File: config.mk
export PLATFORM = sky130hd
export DESIGN_NAME = alu_pipe_param
export DESIGN_NICKNAME = d
export VERILOG_FILES = /design/src/rtl/alu_pipe_param.sv
export SDC_FILE = /design/constraint.sdc
export NUM_CORES = 1
export LEC_CHECK = 0
export ABC_AREA = 1
export BUFFER_PORTS_ARGS = -buffer_cell sky130_fd_sc_hd__buf_2
export CAP_MARGIN = 15
export CORE_MARGIN = 5
export CORE_UTILIZATION = 40
export CTS_CLUSTER_SIZE = 10
export DETAILED_ROUTE_END_ITERATION = 12
export SKIP_LAST_GASP = 1
export SLEW_MARGIN = 20
export SYNTH_ARGS = -nofsm -noshare
export SYNTH_HDL_FRONTEND = slang
export SYNTH_SLANG_ARGS = --single-unit
File: constraint.sdc
create_clock -name CLK -period 8.3 [get_ports CLK]
set_clock_uncertainty 0.1 [all_clocks]
set_input_delay 0.83 -clock CLK [delete_from_list [all_inputs] [get_ports CLK]]
set_output_delay 0.83 -clock CLK [all_outputs]
set_load 0.01 [all_outputs]
File: src/rtl/alu_pipe_param.sv
// alu_pipe_param: two-stage valid/ready ALU (S1 operand capture, S2 registered RES + flags).
// Define ALU_MUL_EN to add the iterative shift-add multiplier (MODE=1, CMD=9) in S1.

module alu_pipe_param #(
  parameter int WIDTH = 8
) (
  input  logic                 CLK,
  input  logic                 RST,
  input  logic                 CE,
  input  logic                 IN_VALID,
  output logic                 IN_READY,
  input  logic [WIDTH-1:0]     OPA,
  input  logic [WIDTH-1:0]     OPB,
  input  logic                 CIN,
  input  logic                 MODE,
  input  logic [3:0]           CMD,
  output logic                 OUT_VALID,
  input  logic                 OUT_READY,
  output logic [2*WIDTH-1:0]   RES,
  output logic                 COUT,
  output logic                 OFLOW,
  output logic                 G,
  output logic                 E,
  output logic                 L,
  output logic                 ERR
);

  localparam int SHW = $clog2(WIDTH);
  localparam int CW  = $clog2(WIDTH) + 1;
  localparam logic [WIDTH:0] ONE = (WIDTH+1)'(1);

  logic               s1_valid_q, s1_valid_d;
  logic [WIDTH-1:0]   a_q, a_d, b_q, b_d;
  logic               cin_q, cin_d, mode_q, mode_d;
  logic [3:0]         cmd_q, cmd_d;

  logic               out_valid_q, out_valid_d;
  logic [2*WIDTH-1:0] res_q, res_d;
  logic [5:0]         flags_q, flags_d;

  logic               s1_done, out_free, accept, advance, deliver;

  logic [WIDTH:0]     ext_a, ext_b, ext_cin, wide;
  logic [WIDTH-1:0]   nar;
  logic [2*WIDTH-1:0] rot, mul_res, alu_res;
  logic [SHW-1:0]     sh;
  logic               f_cout, f_oflow, f_g, f_e, f_l, f_err;

`ifdef ALU_MUL_EN
  logic [2*WIDTH-1:0] mul_acc_q, mul_acc_d, mul_mcand_q, mul_mcand_d;
  logic [WIDTH-1:0]   mul_mplier_q, mul_mplier_d;
  logic [CW-1:0]      mul_cnt_q, mul_cnt_d;
  logic               s1_is_mul;

  assign s1_is_mul = mode_q & (cmd_q == 4'd9);
  assign s1_done   = ~s1_is_mul | (mul_cnt_q == CW'(WIDTH));
`else
  assign s1_done   = 1'b1;
`endif

  assign out_free = ~out_valid_q | OUT_READY;
  assign IN_READY = CE & ~RST & (~s1_valid_q | (s1_done & out_free));
  assign accept   = IN_VALID & IN_READY;
  assign advance  = CE & s1_valid_q & s1_done & out_free;
  assign deliver  = CE & out_valid_q & OUT_READY;

  always_comb begin
    s1_valid_d = s1_valid_q;
    a_d        = a_q;
    b_d        = b_q;
    cin_d      = cin_q;
    mode_d     = mode_q;
    cmd_d      = cmd_q;
    if (accept) begin
      s1_valid_d = 1'b1;
      a_d        = OPA;
      b_d        = OPB;
      cin_d      = CIN;
      mode_d     = MODE;
      cmd_d      = CMD;
    end else if (advance) begin
      s1_valid_d = 1'b0;
    end
  end

`ifdef ALU_MUL_EN
  // First partial product is formed at accept so the whole multiply spans WIDTH cycles in S1.
  always_comb begin
    mul_acc_d    = mul_acc_q;
    mul_mcand_d  = mul_mcand_q;
    mul_mplier_d = mul_mplier_q;
    mul_cnt_d    = mul_cnt_q;
    if (accept) begin
      mul_acc_d    = OPB[0] ? {{WIDTH{1'b0}}, OPA} : '0;
      mul_mcand_d  = {{(WIDTH-1){1'b0}}, OPA, 1'b0};
      mul_mplier_d = OPB >> 1;
      mul_cnt_d    = CW'(1);
    end else if (CE && s1_valid_q && s1_is_mul && !s1_done) begin
      if (mul_mplier_q[0]) mul_acc_d = mul_acc_q + mul_mcand_q;
      mul_mcand_d  = mul_mcand_q << 1;
      mul_mplier_d = mul_mplier_q >> 1;
      mul_cnt_d    = mul_cnt_q + CW'(1);
    end
  end
`endif

  assign ext_a   = {1'b0, a_q};
  assign ext_b   = {1'b0, b_q};
  assign ext_cin = {{WIDTH{1'b0}}, cin_q};
  assign sh      = b_q[SHW-1:0];

  always_comb begin
    wide    = '0;
    nar     = '0;
    rot     = '0;
    mul_res = '0;
    f_cout  = 1'b0;
    f_oflow = 1'b0;
    f_g     = 1'b0;
    f_e     = 1'b0;
    f_l     = 1'b0;
    f_err   = 1'b0;
    if (mode_q) begin
      case (cmd_q)
        4'd0: begin wide = ext_a + ext_b;           f_cout  = wide[WIDTH]; end
        4'd1: begin wide = ext_a - ext_b;           f_oflow = (ext_a < ext_b); end
        4'd2: begin wide = ext_a + ext_b + ext_cin; f_cout  = wide[WIDTH]; end
        4'd3: begin wide = ext_a - ext_b - ext_cin; f_oflow = (ext_a < (ext_b + ext_cin)); end
        4'd4: wide = ext_a + ONE;
        4'd5: wide = ext_a - ONE;
        4'd6: wide = ext_b + ONE;
        4'd7: wide = ext_b - ONE;
        4'd8: begin
          f_g = (a_q > b_q);
          f_e = (a_q == b_q);
          f_l = (a_q < b_q);
        end
`ifdef ALU_MUL_EN
        4'd9: begin mul_res = mul_acc_q; f_cout = |mul_acc_q[2*WIDTH-1:WIDTH]; end
`endif
        default: f_err = 1'b1;
      endcase
    end else begin
      case (cmd_q)
        4'd0:  nar = a_q & b_q;
        4'd1:  nar = ~(a_q & b_q);
        4'd2:  nar = a_q | b_q;
        4'd3:  nar = ~(a_q | b_q);
        4'd4:  nar = a_q ^ b_q;
        4'd5:  nar = ~(a_q ^ b_q);
        4'd6:  nar = ~a_q;
        4'd7:  nar = ~b_q;
        4'd8:  nar = a_q >> 1;
        4'd9:  nar = a_q << 1;
        4'd10: nar = b_q >> 1;
        4'd11: nar = b_q << 1;
        // Rotates shift a doubled copy of A; the wrapped bits land in the kept half.
        4'd12: begin
          rot   = {a_q, a_q} << sh;
          nar   = rot[2*WIDTH-1:WIDTH];
          f_err = |b_q[WIDTH-1:SHW];
        end
        4'd13: begin
          rot   = {a_q, a_q} >> sh;
          nar   = rot[WIDTH-1:0];
          f_err = |b_q[WIDTH-1:SHW];
        end
        default: f_err = 1'b1;
      endcase
    end
    alu_res = {{(WIDTH-1){1'b0}}, wide} | {{WIDTH{1'b0}}, nar} | mul_res;
  end

  // Result and flags only change when a new beat moves in, so an undelivered beat stays stable.
  always_comb begin
    out_valid_d = out_valid_q;
    res_d       = res_q;
    flags_d     = flags_q;
    if (advance) begin
      out_valid_d = 1'b1;
      res_d       = alu_res;
      flags_d     = {f_cout, f_oflow, f_g, f_e, f_l, f_err};
    end else if (deliver) begin
      out_valid_d = 1'b0;
    end
  end

  always_ff @(posedge CLK or posedge RST) begin
    if (RST) begin
      s1_valid_q  <= 1'b0;
      a_q         <= '0;
      b_q         <= '0;
      cin_q       <= 1'b0;
      mode_q      <= 1'b0;
      cmd_q       <= '0;
      out_valid_q <= 1'b0;
      res_q       <= '0;
      flags_q     <= '0;
    end else begin
      s1_valid_q  <= s1_valid_d;
      a_q         <= a_d;
      b_q         <= b_d;
      cin_q       <= cin_d;
      mode_q      <= mode_d;
      cmd_q       <= cmd_d;
      out_valid_q <= out_valid_d;
      res_q       <= res_d;
      flags_q     <= flags_d;
    end
  end

`ifdef ALU_MUL_EN
  always_ff @(posedge CLK or posedge RST) begin
    if (RST) begin
      mul_acc_q    <= '0;
      mul_mcand_q  <= '0;
      mul_mplier_q <= '0;
      mul_cnt_q    <= '0;
    end else begin
      mul_acc_q    <= mul_acc_d;
      mul_mcand_q  <= mul_mcand_d;
      mul_mplier_q <= mul_mplier_d;
      mul_cnt_q    <= mul_cnt_d;
    end
  end
`endif

  assign OUT_VALID = out_valid_q;
  assign RES       = res_q;
  assign {COUT, OFLOW, G, E, L, ERR} = flags_q;

endmodule

==> flow_summary.yaml <==
sta:
  min_period_ns: 3.65
  finalCritPeriodShare_pct: 43.9
  setup_slack_ns: 4.65
  setup_tns_ns: 0
  finalSetupViolations: 0
  clock.fmax_mhz: 274
  relSlewSlack_pct: 42.1
  final-hold-violation-count: 0
  worstMarginPinSlew_ns: 0.869
  slew_viol_final: 0
  grt_setup_unrepaired: "false"
clocking:
  ctsResizeCount: 0
  cts_root_buf: "clkbuf_16"
  clkTransAtPathRegs_ns: 0.06
  insertion_delay_ns: 0.30
  htree_levels: 2
  cts_sinks: 39
  cts_setup_buffers: 0
  cts_tree: "built"
  postCtsHoldBufs: 0
  clk_path_buf_depth: 2
  cts_buffers: 5
logic_synthesis:
  synth-warning-count: 0
  synthCells: 906
  syn_area_sq_mm: 0.00562
  ys_seq_elements: 39
  synth_cell_type_count: 52
  yosysSeqAreaShare_pct: 17.4
  synth-edff-count: 0
  syn_area_per_cell_sq_um: 6.20
  async_reset_ff_share_pct: 100
  ys.flop_type: "dfrtp_1"
setup_path:
  r2r_setup_slack_ns: 4.65
  crit_fanout: 22
  setup.worst_path.class: "reg2reg"
  crit_path_start_kind: "register"
  regToRegStartpoint: "b_q[2]"
  critical_path_arrival_ns: 3.72
  crit_path_end_kind: "register"
  cp.required_ns: 8.37
  reg2reg_depth: 13
  reg2reg_to: "RES[5]"
detailed_routing:
  drt_iter0_markers: 740
  vias: 6139
  drt_pass1_iterations: 7
  drc: 0
  ant_nets: 0
  viasPerCell: 5.51
  wl_um: 19400
  wl_per_cell_um: 17.4
cells_and_area:
  fillCellCount: 1477
  n_antenna_cell: 0
  area_growth_pct: 8.20
  drive_gt1_share_pct: 8.66
  fin_cells: 1115
  nets: 1024
  final_cell_area_sq_mm: 0.00608
die:
  die_x_um: 128
  die_area_sq_mm: 0.0165
  core-area_sq_mm: 0.0138
  rows: 43
  io_pins: 51
  die_height_um: 128
  start_util_pct: 40.6
place:
  place.port_buffers: 43
  post-dp-hpwl_um: 15300
  dp.cells: 1107
  gp_congestion: 1.02
  preCtsSetupSlack_ns: 4.76
  dpl-instance-area_sq_mm: 0.00591
power:
  p_per_area_mw_per_mm2: 279
  cellLeakagePower_nw: 3.18
  irDropWorstVdd_uv: 151
  finalPower_mw: 1.70
min_path:
  hold_end: "flags_q[3]"
  hold-path-cell-count: 2
  hold_path.class: "reg2reg"
  min_from: "flags_q[3]"
global_route:
  grt-ovfl-total: 0
  grt_pass1_vias: 5406
  grt_max_degree: 45
  antenna_found_initial: 0
  grt_pass1_wl_um: 30500
  grt_use_total_pct: 23.7
job:
  drv_cap: 0
status:
  status: "complete, no violations"
-- logic make-up (layout without fill, tap and decap cells) --
| family | after synthesis | after routing | share of synthesized area [%] |
|---|---|---|---|
| AOI/OAI and AO/OA | 183 | 183 | 18.5 |
| and+or+nand+nor | 454 | 454 | 35.0 |
| adders and majority gates | 63 | 63 | 14.6 |
| xor gates and xnor gates | 8 | 8 | 1.58 |
| buffers and inverters | 151 | 174 | 11.6 |
| muxes | 7 | 7 | 1.27 |
| DFF | 39 | 39 | 17.4 |
| other | 1 | 7 | 0.0668 |
-- report_power, final --
group | leakage, nW | switching (mW) | internal (mW) | total [mW]
combinational | 2.64 | 0.763 | 0.369 | 1.13
sequential | 0.457 | 0.0964 | 0.237 | 0.334
clock | 0.0838 | 0.0870 | 0.142 | 0.229
total | 3.18 | 0.946 | 0.749 | 1.70
-- metrics by stage --
step                hold slack (ns)  utilization [%]
floorplan                     0.415                -
global placement              0.363             42.7
detailed placement            0.366             42.7
CTS                           0.384             44.0
global route                  0.416             44.0
finish                        0.377             44.0
-- cell type report --
cell class,count,area [sq um],area share (%)
clock buffer,5,125,2.06
clock inverter,3,43.8,0.721
inverter,118,443,7.29
multi-input combinational,722,4010,66.0
sequential,39,976,16.1
tap,180,225,3.71
timing repair buffer,48,253,4.16
-- synth_stat cells (4+ instances only) --
| library cell | n | area [sq um] |
|---|---|---|
| nor4_1 | 5 | 31.3 |
| a22oi_1 | 5 | 37.5 |
| dfrtp_1 | 39 | 976 |
| clkbuf_1 | 11 | 41.3 |
| o21a_1 | 4 | 30.0 |
| nor3_1 | 6 | 30.0 |
| buf_4 | 8 | 60.1 |
| nor2_2 | 8 | 50.1 |
| nor2_1 | 76 | 285 |
| o21ai_1 | 4 | 20.0 |
| xor2_1 | 4 | 35.0 |
| o22ai_1 | 8 | 50.1 |
| mux2i_1 | 6 | 60.1 |
| nand3_1 | 80 | 400 |
| nand4_1 | 27 | 169 |
| a21oi_1 | 62 | 310 |
| nand2_1 | 237 | 890 |
| o211ai_1 | 8 | 60.1 |
| o21ai_0 | 69 | 345 |
| ha_1 | 59 | 738 |
| nand2_2 | 5 | 31.3 |
| o21bai_1 | 5 | 37.5 |
| buf_2 | 5 | 25.0 |
| inv_1 | 114 | 428 |
| buf_6 | 6 | 67.6 |
| fa_1 | 4 | 80.1 |
-- critical path, cell delays in order, from the launching register on --
cell,delay (ns)
dfrtp_1,0.79
inv_1,0.53
ha_1,0.81
nand2_1,0.09
inv_1,0.09
nand2_1,0.06
nand3_1,0.12
nand2_1,0.16
nor2_2,0.18
nand2_1,0.06
nand3_1,0.11
nand4_1,0.12
o21ai_0,0.23
a21oi_1,0.09
-- sequential cells by signal, summed over array words and instances (netlist names), 4 cells and up --
| register | flops |
|---|---|
| b_q | 8 |
| cmd_q | 4 |
| a_q | 8 |
| flags_q | 6 |
| RES | 9 |
-- routing by layer --
| layer | vias to the layer above | GRT usage [%] | wire, um |
|---|---|---|---|
| met1 | 2743 | 34.5 | 8720 |
| met3 | 54 | 3.24 | 1570 |
| met5 | - | 0 | 0 |
| met4 | 0 | 12.8 | 1180 |
| met2 | 271 | 33.7 | 7920 |
| li1 | 3071 | - | - |
-- cell usage in the layout, fill, tap and decap left out, types with 6 or more instances in the layout --
cell,Yosys,layout
nor2_1,76,76
mux2i_1,6,6
nand4_1,27,27
nor3_1,6,6
conb_1,1,7
a21oi_1,62,62
inv_1,114,114
o21ai_0,69,69
o22ai_1,8,8
ha_1,59,59
nand2_1,237,237
nor2_2,8,8
o211ai_1,8,8
buf_2,5,43
dfrtp_1,39,39
nand3_1,80,80
-- worst max-delay path by stage --
| stage | cells after the start | slack, ns | to | from |
|---|---|---|---|---|
| finish | 13 | 4.65 | RES[5] | b_q[2] |
| global route | 13 | 4.36 | RES[5] | b_q[2] |
| CTS | 13 | 4.74 | RES[5] | b_q[2] |
| detailed placement | 13 | 4.76 | RES[5] | b_q[2] |
| global placement | 13 | 4.82 | RES[5] | b_q[2] |
| floorplan | 3 | 5.35 | IN_READY | RST |
No activity file was read; power rests on OpenSTA's default activity.
